## config.mk

```make
export PLATFORM = sky130hd
export DESIGN_NAME = regfile_wb_arbiter
export DESIGN_NICKNAME = d
export VERILOG_FILES = /design/src/rtl/cpu_pkg.sv /design/src/rtl/rr_arbiter2.sv /design/src/rtl/regfile_wb_arbiter.sv
export SDC_FILE = /design/constraint.sdc
export NUM_CORES = 1
export LEC_CHECK = 0
export CAP_MARGIN = 5
export CORE_MARGIN = 2
export CORE_UTILIZATION = 52
export CTS_CLUSTER_SIZE = 16
export DETAILED_ROUTE_END_ITERATION = 8
export DONT_BUFFER_PORTS = 1
export GPL_ROUTABILITY_DRIVEN = 0
export PLACE_DENSITY = 0.76
export SLEW_MARGIN = 30
export SYNTH_ARGS = -nofsm -noshare
export SYNTH_HDL_FRONTEND = slang
export SYNTH_SLANG_ARGS = --single-unit
```

## constraint.sdc

```tcl
create_clock -name clk -period 1.7 [get_ports clk]
set_clock_uncertainty 0.05 [all_clocks]
set_input_delay 0.51 -clock clk [delete_from_list [all_inputs] [get_ports clk]]
set_output_delay 0.51 -clock clk [all_outputs]
set_load 0.02 [all_outputs]
```

## src/rtl/cpu_pkg.sv

```systemverilog
// +---------------------------------------------------------------------+
// | cpu_pkg: shared widths and requester encoding for the writeback arb  |
// | Revision: 1.0                                                        |
// +---------------------------------------------------------------------+
`default_nettype none

package cpu_pkg;

   localparam int DATA_W = 8;
   localparam int NREGS  = 8;
   localparam int REG_W  = $clog2(NREGS);

   // Each encoding doubles as the requester's bit position in req/grant.
   typedef enum logic {
      REQ_ALU = 1'b0,
      REQ_LD  = 1'b1
   } req_e;

endpackage

`default_nettype wire

```

## src/rtl/rr_arbiter2.sv

```systemverilog
// +---------------------------------------------------------------------+
// | rr_arbiter2: two-way round-robin arbiter with a registered priority  |
// | Revision: 1.0                                                        |
// +---------------------------------------------------------------------+
`default_nettype none

module rr_arbiter2 (
   input  logic       clk,
   input  logic       rst,
   input  logic [1:0] req,
   output logic [1:0] grant
);

   import cpu_pkg::*;

   req_e prio_q;
   req_e prio_d;

   // Priority only moves on contention; a lone requester never disturbs it.
   always_comb begin
      grant  = 2'b00;
      prio_d = prio_q;
      if (!rst) begin
         if (req == 2'b11) begin
            if (prio_q == REQ_ALU) begin
               grant  = 2'b01;
               prio_d = REQ_LD;
            end else begin
               grant  = 2'b10;
               prio_d = REQ_ALU;
            end
         end else begin
            grant = req;
         end
      end
   end

   always_ff @(posedge clk) begin
      if (rst) begin
         prio_q <= REQ_ALU;
      end else begin
         prio_q <= prio_d;
      end
   end

endmodule

`default_nettype wire

```

## src/rtl/regfile_wb_arbiter.sv

```systemverilog
// +---------------------------------------------------------------------+
// | regfile_wb_arbiter: ALU/load writeback arbitration and scoreboard    |
// | Revision: 1.0                                                        |
// +---------------------------------------------------------------------+
`default_nettype none

module regfile_wb_arbiter #(
   parameter int DATA_W = cpu_pkg::DATA_W,
   parameter int NREGS  = cpu_pkg::NREGS,
   localparam int IDX_W = $clog2(NREGS)
) (
   input  logic              clk,
   input  logic              rst,
   input  logic              alu_valid,
   input  logic [IDX_W-1:0]  alu_reg,
   input  logic [DATA_W-1:0] alu_data,
   output logic              alu_ready,
   input  logic              ld_valid,
   input  logic [IDX_W-1:0]  ld_reg,
   input  logic [DATA_W-1:0] ld_data,
   output logic              ld_ready,
   input  logic              issue_valid,
   input  logic [IDX_W-1:0]  issue_reg,
   output logic              reg_write_en,
   output logic [IDX_W-1:0]  write_reg,
   output logic [DATA_W-1:0] write_data,
   input  logic [IDX_W-1:0]  read_reg1,
   input  logic [IDX_W-1:0]  read_reg2,
   output logic              hazard1,
   output logic              hazard2,
   output logic [NREGS-1:0]  pending
);

   import cpu_pkg::*;

   logic [1:0]        req;
   logic [1:0]        grant;
   logic              any_grant;
   logic [IDX_W-1:0]  win_reg;
   logic [DATA_W-1:0] win_data;

   logic              wen_q,   wen_d;
   logic [IDX_W-1:0]  wreg_q,  wreg_d;
   logic [DATA_W-1:0] wdata_q, wdata_d;
   logic [NREGS-1:0]  pend_q,  pend_d;

   assign req = {ld_valid, alu_valid};

   rr_arbiter2 u_arb (
      .clk   (clk),
      .rst   (rst),
      .req   (req),
      .grant (grant)
   );

   assign alu_ready = grant[REQ_ALU];
   assign ld_ready  = grant[REQ_LD];
   assign any_grant = |grant;
   assign win_reg   = grant[REQ_LD] ? ld_reg  : alu_reg;
   assign win_data  = grant[REQ_LD] ? ld_data : alu_data;

   // Clear is applied before set so an issue to the register being written survives.
   always_comb begin
      wen_d   = any_grant;
      wreg_d  = wreg_q;
      wdata_d = wdata_q;
      pend_d  = pend_q;
      if (any_grant) begin
         wreg_d          = win_reg;
         wdata_d         = win_data;
         pend_d[win_reg] = 1'b0;
      end
      if (issue_valid) begin
         pend_d[issue_reg] = 1'b1;
      end
   end

   always_ff @(posedge clk) begin
      if (rst) begin
         wen_q   <= 1'b0;
         wreg_q  <= '0;
         wdata_q <= '0;
         pend_q  <= '0;
      end else begin
         wen_q   <= wen_d;
         wreg_q  <= wreg_d;
         wdata_q <= wdata_d;
         pend_q  <= pend_d;
      end
   end

   // Outputs are forced to their reset values during the reset cycle itself,
   // which also kills a write that was granted just before reset rose.
   assign reg_write_en = wen_q & ~rst;
   assign write_reg    = rst ? '0 : wreg_q;
   assign write_data   = rst ? '0 : wdata_q;
   assign pending      = rst ? '0 : pend_q;

   assign hazard1 = pending[read_reg1];
   assign hazard2 = pending[read_reg2];

endmodule

`default_nettype wire

```

==> impl_metrics.json, run 1 <==
{
  "yosys.cell_types.count": 32,
  "routed_wirelength_mm": 2.85,
  "final_cells": 186,
  "synth_top_flop_cell": "sky130_fd_sc_hd__dfxtp_1",
  "synth_area_per_cell_um2": 8.77,
  "start_util": 0.540,
  "per_cell_routed_wire_length_um": 15.3,
  "critical_path.max_fanout": 3,
  "number_of_global_route_vias_before_repair": 1012,
  "regToRegStartpoint": "u_arb.prio_q$_SDFFE_PP0N_",
  "post-dp-hpwl_mm": 2.22,
  "dr_vias_cell": 5.78,
  "layout-drive-gt1-share": 0.231,
  "post_synth_inst_count": 151,
  "timing.reg2reg.worst_path_depth": 6,
  "synth.top_cells.by_count": "sky130_fd_sc_hd__dfxtp_1, sky130_fd_sc_hd__nor2_1, sky130_fd_sc_hd__mux2i_1, sky130_fd_sc_hd__nand2b_1, sky130_fd_sc_hd__nor2b_1",
  "grt_first_pass_wirelength_mm": 4.33,
  "core_area_mm2": 0.00245,
  "flow.area_growth_from_synthesis_pct": 8.78,
  "top_achievable_clock_speed_ghz": 0.510,
  "failed_checks": "negative setup slack",
  "htree_num_levels": 1,
  "timing.max_cap.violations": 0,
  "postRouteAntennaNets": 0,
  "max_slew_margin": 0.707,
  "pin_count": 60,
  "hold_path.startpoint": "rst",
  "setup_tns_ps": -522,
  "cts_inserted_buffers": 3,
  "synth_largest_type_area_fraction": 0.317,
  "worst_hold_slack_ps": 232,
  "ctsHoldBuffers": 0,
  "clock_tree_from_tritoncts": "built",
  "post-route-period-util": 1.15,
  "crit_required_ps": 1140,
  "floorplan.die.height_um": 54.5,
  "worst-setup-path-type": "reg -> out",
  "synth-async-reset-ratio": 0,
  "dominant_cell_by_count_in_the_synthesized_netlist": "sky130_fd_sc_hd__dfxtp_1",
  "grt_antenna_before_repair": 0,
  "dp_worst_setup_slack_ps": -123,
  "sequential_to_total_area_share_from_yosys_stat": 0.317,
  "synth_edf_count": 0,
  "worst_pin_slew_ps": 438,
  "run_status": "complete, but fails checks",
  "holdCritPathClass": "in -> reg",
  "hold_violations": 0,
  "clkLatencyLatePin_ps": 290,
  "post-route-worst-setup-slack_ps": -262,
  "critPathLaunchType": "flip-flop",
  "hold-path-endpoint": "u_arb.prio_q$_SDFFE_PP0N_",
  "clock-sinks": 21,
  "syn-cell-area_mm2": 0.00133,
  "drt_iter0_markers": 11,
  "pwr_dens_mw_per_mm2": 723,
  "die_w_um": 54.5,
  "final_area_mm2": 0.00144,
  "grt_start_max_net_pins": 43,
  "synthesis_warning_total": 0,
  "io_port_bufs": 0,
  "kind_of_end_point_of_the_critical_path": "output port",
  "dpl_cell_area_mm2": 0.00135,
  "report.final.slew_viol_count": 0,
  "r2r_slack_ps": 200,
  "detailedRoute.firstPassIterationCount": 4,
  "final_net_count": 193,
  "leakagePower_nw": 0.656,
  "worst-endpoint-arrival_ps": 1400,
  "grt_setup_unrepaired": "yes",
  "irDropWorstVdd_uv": 550,
  "placementRows": 18,
  "r2r_end": "pend_q[0]$_SDFF_PP0_",
  "vias": 1075,
  "worst_hold_path.num_cells": 1,
  "yosysTopAreaCell": "sky130_fd_sc_hd__dfxtp_1",
  "synth_nets": 187,
  "antenna-diode-count": 0,
  "grt-ovfl-total": 0,
  "min_period_ps": 1960,
  "die-area_mm2": 0.00297,
  "setup_viol": 2,
  "post-place-cells": 177,
  "cts-root-to-sink-buffers": 2,
  "ys_ff_latch": 21,
  "detail_route.drc_violations": 0,
  "utilization": 0.587,
  "synth_area_leaders": "sky130_fd_sc_hd__dfxtp_1, sky130_fd_sc_hd__mux2i_1, sky130_fd_sc_hd__mux4_2",
  "grt_util_all_layers": 0.201,
  "design_power_total_mw": 1.04,
  "clock_tree.root_cell": "sky130_fd_sc_hd__clkbuf_4",
  "clk_pin_slew_ps": 120
}
-- flip-flops by register name (all words and copies together) (netlist names) --
signal        count
wen_q             1
u_arb.prio_q      1
wdata_q           8
wreg_q            3
pend_q            8
-- worst max-delay path, cell delays in order (launching register included) --
cell and delay [ps]:
sky130_fd_sc_hd__dfxtp_2 350, sky130_fd_sc_hd__mux4_2 470, sky130_fd_sc_hd__mux2i_1 180, sky130_fd_sc_hd__nor2_2 100
-- cell families (layout without fill, tap and decap cells) --
| group | Yosys count | count (layout) | synth area share |
|---|---|---|---|
| xor+xnor | 1 | 1 | 0.00661 |
| compound gates | 30 | 30 | 0.144 |
| mux | 20 | 20 | 0.190 |
| simple gates | 63 | 63 | 0.269 |
| flops | 21 | 21 | 0.317 |
| buf+inv | 16 | 21 | 0.0736 |
-- how the worst max path moves through the flow --
stage / cells past startpoint / slack, ps / start / endpoint
floorplan: 3 / -90 / read_reg1[1] / hazard1
global placement: 3 / -110 / read_reg2[1] / hazard2
detailed placement: 3 / -120 / read_reg1[1] / hazard1
CTS: 3 / -260 / pend_q[7]$_SDFF_PP0_ / hazard1
global route: 3 / -330 / pend_q[7]$_SDFF_PP0_ / hazard1
finish: 3 / -260 / pend_q[7]$_SDFF_PP0_ / hazard1
-- final cells by class --
class / count / area, um2
fill: 228 / 1010
multi-input combinational: 114 / 840
sequential: 21 / 429
timing repair buffer: 8 / 72.6
tap: 30 / 37.5
inverter: 9 / 36.3
clock buffer: 4 / 26.3
-- per-layer routing --
metal	GRT usage	share of wire	vias up
li1	-	-	535
met1	0.227	0.41	488
met2	0.347	0.49	48
met3	0.0765	0.095	4
met4	0.0625	0.012	0
met5	0	0	-
-- timing repair --
action	4_1_cts	5_1_grt
buffers inserted	0	5
endpoints found under the setup margin	3	3
pin swaps	0	2
gates resized for setup	4	8
-- layout by cell type (no fill, tap or decap), types with 2 or more instances in the layout --
master	synthesis	routed
sky130_fd_sc_hd__nor2b_2	0	3
sky130_fd_sc_hd__nor2_2	1	3
sky130_fd_sc_hd__o21ai_1	2	2
sky130_fd_sc_hd__nand2b_1	14	14
sky130_fd_sc_hd__clkbuf_4	0	3
sky130_fd_sc_hd__a21oi_1	8	8
sky130_fd_sc_hd__nor3_1	4	4
sky130_fd_sc_hd__o21ai_0	6	6
sky130_fd_sc_hd__mux2i_1	15	14
sky130_fd_sc_hd__nor4_1	2	2
sky130_fd_sc_hd__mux4_2	4	4
sky130_fd_sc_hd__a211oi_1	10	10
sky130_fd_sc_hd__nor2_1	20	17
sky130_fd_sc_hd__dfxtp_2	0	7
sky130_fd_sc_hd__nor2b_1	13	10
sky130_fd_sc_hd__inv_1	9	8
sky130_fd_sc_hd__dfxtp_1	21	14
sky130_fd_sc_hd__nand2_1	4	4
sky130_fd_sc_hd__buf_4	2	7
-- report_power, final --
part | switching [mW] | internal (mW)
combinational | 0.127 | 0.116
clock | 0.149 | 0.0912
sequential | 0.0246 | 0.535
(Power assumes the default switching activity.)
==> run 2, diff against run 1 <==
--- a/config.mk
+++ b/config.mk
@@ -13,7 +13,7 @@
 export DONT_BUFFER_PORTS = 1
 export GPL_ROUTABILITY_DRIVEN = 0
 export PLACE_DENSITY = 0.76
-export SLEW_MARGIN = 30
+export SLEW_MARGIN = 20
 export SYNTH_ARGS = -nofsm -noshare
 export SYNTH_HDL_FRONTEND = slang
 export SYNTH_SLANG_ARGS = --single-unit
==> results of run 2 <==
Final layout, timing and power as in run 1 (identical DEF).
